<file path="config.mk">
export PLATFORM = sky130hd
export DESIGN_NAME = bus_cycle_initiator
export DESIGN_NICKNAME = d
export VERILOG_FILES = /design/src/rtl/bus_cycle_initiator.sv
export SDC_FILE = /design/constraint.sdc
export NUM_CORES = 1
export LEC_CHECK = 0
export CORE_ASPECT_RATIO = 0.75
export CORE_MARGIN = 1
export CORE_UTILIZATION = 45
export CTS_CLUSTER_DIAMETER = 150
export DETAILED_ROUTE_END_ITERATION = 7
export GPL_TIMING_DRIVEN = 0
export PLACE_DENSITY_LB_ADDON = 0.15
export SLEW_MARGIN = 10
export SYNTH_ARGS = -nofsm -noshare
export SYNTH_HDL_FRONTEND = slang
export SYNTH_SLANG_ARGS = --single-unit
</file>
<file path="constraint.sdc">
create_clock -name sysClk -period 3.7 [get_ports sysClk]
set_clock_uncertainty 0.1 [all_clocks]
set_input_delay 0.74 -clock sysClk [delete_from_list [all_inputs] [get_ports sysClk]]
set_output_delay 0.74 -clock sysClk [all_outputs]
set_load 0.03 [all_outputs]
</file>
<file path="src/rtl/bus_cycle_initiator.sv">
// ---------------------------------------------------------------------------
// bus_cycle_initiator
//
// Bus master that runs one 8-bit 68030-style asynchronous bus cycle at a time
// for an internal requester (DMA or debug engine). It drives nAS/nDS/RnW and
// waits for the responder to terminate with nDsack or nBerr. It then negates
// the strobes and waits for the responder to release its acknowledge. A
// watchdog turns a missing acknowledge into a bus error.
//
// Ports
//   sysClk, sysReset         clock, synchronous active-high reset
//   reqValid/reqReady        request handshake (reqReady high only in IDLE)
//   reqAddr/reqWrite/reqWData  request address, direction, write data
//   respValid                one-cycle completion pulse
//   respRData/respBerr       read data / error flag, valid with respValid
//   busAddr/busDataOut/busDataOe/busDataIn  bus address and data
//   nAS/nDS/rnw              bus strobes (active low) and direction
//   nDsack[1:0]/nBerr        asynchronous termination inputs (active low)
// ---------------------------------------------------------------------------
module bus_cycle_initiator #(
   parameter int unsigned TIMEOUT_CYCLES = 255,
   parameter int unsigned ADDR_W         = 32
) (
   input  logic              sysClk,
   input  logic              sysReset,
   input  logic              reqValid,
   output logic              reqReady,
   input  logic [ADDR_W-1:0] reqAddr,
   input  logic              reqWrite,
   input  logic [7:0]        reqWData,
   output logic              respValid,
   output logic [7:0]        respRData,
   output logic              respBerr,
   output logic [ADDR_W-1:0] busAddr,
   output logic [7:0]        busDataOut,
   output logic              busDataOe,
   input  logic [7:0]        busDataIn,
   output logic              nAS,
   output logic              nDS,
   output logic              rnw,
   input  logic [1:0]        nDsack,
   input  logic              nBerr
);

   typedef enum logic [2:0] {
      ST_IDLE,
      ST_ASSERT,
      ST_WAIT,
      ST_RELEASE,
      ST_RECOVER
   } state_e;

   // The same limit bounds both WAIT and RECOVER. The counter starts at 0 in
   // the first cycle of each state, so TIMEOUT_CYCLES cycles have elapsed
   // when it reads TIMEOUT_CYCLES-1.
   localparam logic [15:0] CNT_LAST = 16'(TIMEOUT_CYCLES - 1);

   state_e            state_q, state_d;
   logic [15:0]       cnt_q, cnt_d;

   // Two-flop synchronisers for the asynchronous termination inputs.
   logic [1:0]        dsack_meta_q, dsack_meta_d;
   logic [1:0]        dsack_sync_q, dsack_sync_d;
   logic              berr_meta_q, berr_meta_d;
   logic              berr_sync_q, berr_sync_d;

   logic              nas_q, nas_d;
   logic              nds_q, nds_d;
   logic              rnw_q, rnw_d;
   logic              oe_q, oe_d;
   logic [ADDR_W-1:0] addr_q, addr_d;
   logic [7:0]        dout_q, dout_d;
   logic              resp_valid_q, resp_valid_d;
   logic [7:0]        resp_rdata_q, resp_rdata_d;
   logic              resp_berr_q, resp_berr_d;

   logic              ack_seen;
   logic              berr_seen;
   logic              released;

   assign ack_seen  = ~&dsack_sync_q;
   assign berr_seen = ~berr_sync_q;
   assign released  = (dsack_sync_q == 2'b11) && berr_sync_q;

   always_comb begin
      // NOTE: every *_d defaults to its *_q before the case statement, so
      // no path leaves a signal unassigned and no latch is inferred.
      state_d      = state_q;
      cnt_d        = cnt_q;
      dsack_meta_d = nDsack;
      dsack_sync_d = dsack_meta_q;
      berr_meta_d  = nBerr;
      berr_sync_d  = berr_meta_q;
      nas_d        = nas_q;
      nds_d        = nds_q;
      rnw_d        = rnw_q;
      oe_d         = oe_q;
      addr_d       = addr_q;
      dout_d       = dout_q;
      resp_valid_d = 1'b0;
      resp_rdata_d = resp_rdata_q;
      resp_berr_d  = resp_berr_q;

      unique case (state_q)
         ST_IDLE: begin
            if (reqValid) begin
               addr_d  = reqAddr;
               rnw_d   = ~reqWrite;
               dout_d  = reqWData;
               oe_d    = reqWrite;
               state_d = ST_ASSERT;
            end
         end

         ST_ASSERT: begin
            // Reads strobe nDS together with nAS. Writes hold nDS off for
            // one cycle so the data is settled on the bus before it is
            // strobed.
            nas_d   = 1'b0;
            nds_d   = ~rnw_q;
            cnt_d   = '0;
            state_d = ST_WAIT;
         end

         ST_WAIT: begin
            nds_d = 1'b0;
            cnt_d = cnt_q + 16'd1;
            if (berr_seen || ack_seen || (cnt_q == CNT_LAST)) begin
               nas_d        = 1'b1;
               nds_d        = 1'b1;
               oe_d         = 1'b0;
               resp_valid_d = 1'b1;
               // A bus error wins over a simultaneous acknowledge. A
               // timeout, where neither input is seen, is also reported
               // as an error.
               resp_berr_d  = berr_seen || !ack_seen;
               if (ack_seen && !berr_seen && rnw_q) begin
                  resp_rdata_d = busDataIn;
               end
               state_d = ST_RELEASE;
            end
         end

         ST_RELEASE: begin
            cnt_d   = '0;
            state_d = ST_RECOVER;
         end

         ST_RECOVER: begin
            cnt_d = cnt_q + 16'd1;
            if (released || (cnt_q == CNT_LAST)) begin
               state_d = ST_IDLE;
            end
         end

         default: state_d = ST_IDLE;
      endcase
   end

   // NOTE: sequential state uses non-blocking assignments. Every flop then
   // samples pre-edge values, whatever the statement order.
   always_ff @(posedge sysClk) begin
      if (sysReset) begin
         state_q      <= ST_IDLE;
         cnt_q        <= '0;
         dsack_meta_q <= 2'b11;
         dsack_sync_q <= 2'b11;
         berr_meta_q  <= 1'b1;
         berr_sync_q  <= 1'b1;
         nas_q        <= 1'b1;
         nds_q        <= 1'b1;
         rnw_q        <= 1'b1;
         oe_q         <= 1'b0;
         addr_q       <= '0;
         dout_q       <= '0;
         resp_valid_q <= 1'b0;
         resp_rdata_q <= '0;
         resp_berr_q  <= 1'b0;
      end else begin
         state_q      <= state_d;
         cnt_q        <= cnt_d;
         dsack_meta_q <= dsack_meta_d;
         dsack_sync_q <= dsack_sync_d;
         berr_meta_q  <= berr_meta_d;
         berr_sync_q  <= berr_sync_d;
         nas_q        <= nas_d;
         nds_q        <= nds_d;
         rnw_q        <= rnw_d;
         oe_q         <= oe_d;
         addr_q       <= addr_d;
         dout_q       <= dout_d;
         resp_valid_q <= resp_valid_d;
         resp_rdata_q <= resp_rdata_d;
         resp_berr_q  <= resp_berr_d;
      end
   end

   assign reqReady   = (state_q == ST_IDLE);
   assign respValid  = resp_valid_q;
   assign respRData  = resp_rdata_q;
   assign respBerr   = resp_berr_q;
   assign busAddr    = addr_q;
   assign busDataOut = dout_q;
   assign busDataOe  = oe_q;
   assign nAS        = nas_q;
   assign nDS        = nds_q;
   assign rnw        = rnw_q;

endmodule

</file>
==> flow_summary.json <==
{
  "drtAntennaViolNets": 0,
  "dp_hpwl_mm": 6.46,
  "cts_tree": "built",
  "synth_ff_type": "dfxtp_1",
  "setup_viol": 0,
  "die_w_um": 102,
  "ir_drop_mv": 0.241,
  "wirelength_mm": 8.81,
  "synth_common_cells": "92 x nand2_1, 79 x dfxtp_1, 55 x a21oi_1",
  "intPower_mw": 1.39,
  "tightestPinTransition_ns": 0.561,
  "detail_route.iter0.violations": 190,
  "drt_first_pass_iters": 4,
  "cts_setup_buffers": 0,
  "p_sw_mw": 0.651,
  "numCtsBuffers": 9,
  "max_slew_margin_pct": 62.6,
  "cts_num_sinks": 79,
  "drive_gt1_share_pct": 8.87,
  "pwr-share-comb_pct": 25.0,
  "clkPwrFrac_pct": 28.7,
  "cap_violations": 0,
  "gp_congestion": 0.939,
  "synth_cells": 405,
  "setup.worst_path.start_class": "flip-flop",
  "async_flop_share_pct": 0,
  "max_freq_mhz": 376,
  "via_per_inst": 5.27,
  "synth_top_area_share_pct": 46.9,
  "synthTopCellsByArea": "dfxtp_1 47%, nand2_1 10%, a21oi_1 8.2%",
  "switching_share_pct": 31.9,
  "cp.arrival_ns": 1.82,
  "place_ws_ns": 1.09,
  "hp-class": "flip-flop to flip-flop",
  "htreeDepth": 3,
  "yosysTopAreaCell": "dfxtp_1",
  "dp.cells": 612,
  "min_from": "berr_meta_q$_SDFF_PP1_",
  "timing.final.crit_share_pct": 71.8,
  "areaGrowthSynthToFinish_pct": 41.4,
  "status": "finished, final reports clean",
  "crit_fanout": 9,
  "grt_pass1_wl_mm": 14.5,
  "p_seq_share_pct": 46.3,
  "hold_viol_final": 0,
  "synth_edf_count": 0,
  "hold_buffers": 0,
  "clk_latency_ns": 0.35,
  "r2r_slack_ns": 1.61,
  "p_per_area_nw_per_um2": 428,
  "io_pins": 110,
  "reg2reg_depth": 5,
  "num_rows": 26,
  "numPortBuffers": 109,
  "fin_util_pct": 67.8,
  "leakage_nw": 1.80,
  "root_buffer": "clkbuf_8",
  "grt_pass1_vias": 2983,
  "synth.most_common_cell": "nand2_1",
  "maxSlewViolCount": 0,
  "rsz0062_at_grt": "no",
  "clk_path_buf_depth": 2,
  "min_to": "berr_sync_q$_SDFF_PP1_",
  "crit_path_end_kind": "output pin",
  "drc": 0,
  "layout_setup_ws_ns": 1.04,
  "cts_resized": 0,
  "diodes": 0,
  "power_mw": 2.04,
  "fp.dieH_um": 76.9,
  "die_area_um2": 7840,
  "path_class": "flip-flop to output pin",
  "yosysSeqAreaShare_pct": 46.9,
  "grt_max_degree": 15,
  "reg2reg_to": "cnt_q[10]$_SDFFE_PP0P_",
  "synth_cell_types": 54,
  "ys_seq_elements": 79,
  "antenna_found_initial": 0,
  "required_ns": 2.86,
  "yosys_warnings": 0,
  "hold_depth": 1,
  "finalSetupTns_ns": 0,
  "nets": 582,
  "netlist_area_um2": 3370,
  "initial_core_util_pct": 48.0,
  "vias": 3308,
  "grt.total_usage_pct": 23.8,
  "clk_pin_slew_ns": 0.09,
  "rr_startpoint": "cnt_q[1]$_SDFFE_PP0P_",
  "gr-total-overflow": 0,
  "wl_per_cell_um": 14.0,
  "synth.net_count": 462,
  "finalNonFillerCells": 628,
  "avgSynthCellArea_um2": 8.32,
  "coreArea_um2": 7030,
  "finalCriticalPeriod_ns": 2.66
}
## worst max path at each step
stage	endpoint	from	slack, ns	cells past startpoint
floorplan	busAddr[0]$_SDFFE_PP0P_	state_q[0]$_SDFFE_PP0P_	1.88	7
global placement	cnt_q[8]$_SDFFE_PP0P_	sysReset	1.15	4
detailed placement	busAddr[31]$_SDFFE_PP0P_	sysReset	1.09	4
CTS	reqReady	state_q[0]$_SDFFE_PP0P_	1.05	3
global route	reqReady	state_q[0]$_SDFFE_PP0P_	0.93	3
finish	reqReady	state_q[0]$_SDFFE_PP0P_	1.04	3
## worst max-delay path: stages, from the launching register on
cell             delay [ns]
dfxtp_1                0.30
buf_2                  0.16
nor3_2                 0.25
clkdlybuf4s50_1        0.75
## cell families (layout without fill, tap and decap cells)
| logic type | Yosys count | count (layout) | synth area share, % |
|---|---|---|---|
| multiplexers | 14 | 14 | 4.31 |
| flip-flops | 79 | 79 | 46.9 |
| buffers and inverters | 39 | 164 | 5.42 |
| AO/OA/AOI/OAI | 87 | 87 | 15.5 |
| adder cells (fa/ha/maj) | 2 | 2 | 0.743 |
| AND/OR/NAND/NOR | 182 | 182 | 26.6 |
| XOR/XNOR | 2 | 2 | 0.520 |
## registers in the layout, summed over array words and instances, names as in the netlist, 2 cells and up
register,count
dsack_sync_q,2
cnt_q,16
state_q,3
busDataOut,8
respRData,8
busAddr,32
dsack_meta_q,2
## power by group through the flow
stage / clock (mW) / combinational, mW / sequential (mW)
after floorplan: 0 / 0.194 / 1.06
after global placement: 0 / 0.502 / 0.961
after detailed placement: 0 / 0.510 / 0.964
after CTS: 0.601 / 0.512 / 0.944
after global routing: 0.635 / 0.556 / 0.952
final: 0.585 / 0.510 / 0.945
## cell type report
type                       count  area (um2)
fill                         600        2260
multi-input combinational    287        1610
sequential                    79        1580
timing repair buffer         109        1090
buffer                        30         149
clock buffer                  10         138
tap                           98         123
clock inverter                 6        43.8
inverter                       9        33.8
## metal layers
metal	GRT usage, %	part of all wire [%]	vias to the layer above	routed length [um]
met1	31.3	45	1525	3940
met3	8.39	8.8	9	775
met5	0	0	-	0
li1	-	-	1650	-
met2	36.4	46	124	4020
met4	7.14	0.74	0	65
## stage by stage
step                instance area [um2]  hold WS [ns]
CTS                                4760         0.316
global route                       4760         0.330
global placement                   4580         0.293
detailed placement                 4580         0.292
floorplan                          3370         0.289
finish                             4760         0.313
## cell usage in the layout (no fill, tap or decap), types with 2 or more instances in the layout
cell,n
clkdlybuf4s50_1,109
nand2_1,92
dfxtp_1,79
a21oi_1,55
nor2_1,21
clkbuf_1,16
mux2i_1,10
clkbuf_8,10
inv_1,9
o21ai_0,9
buf_2,8
nor3_1,8
nand3_1,8
and3_1,8
nand4_1,7
or2_2,6
nor4_1,4
nand2b_1,4
buf_4,3
and4_1,3
mux2_2,3
or4_1,3
nand3b_1,3
nor4b_1,3
buf_6,2
nand4_2,2
o311ai_0,2
a311oi_1,2
nor2b_1,2
o21a_1,2
o211ai_1,2
a211o_1,2
a31o_2,2
a32o_1,2
ha_1,2
clkinv_4,2
clkinv_2,2
Note: power is estimated with default switching activity, not from simulation.
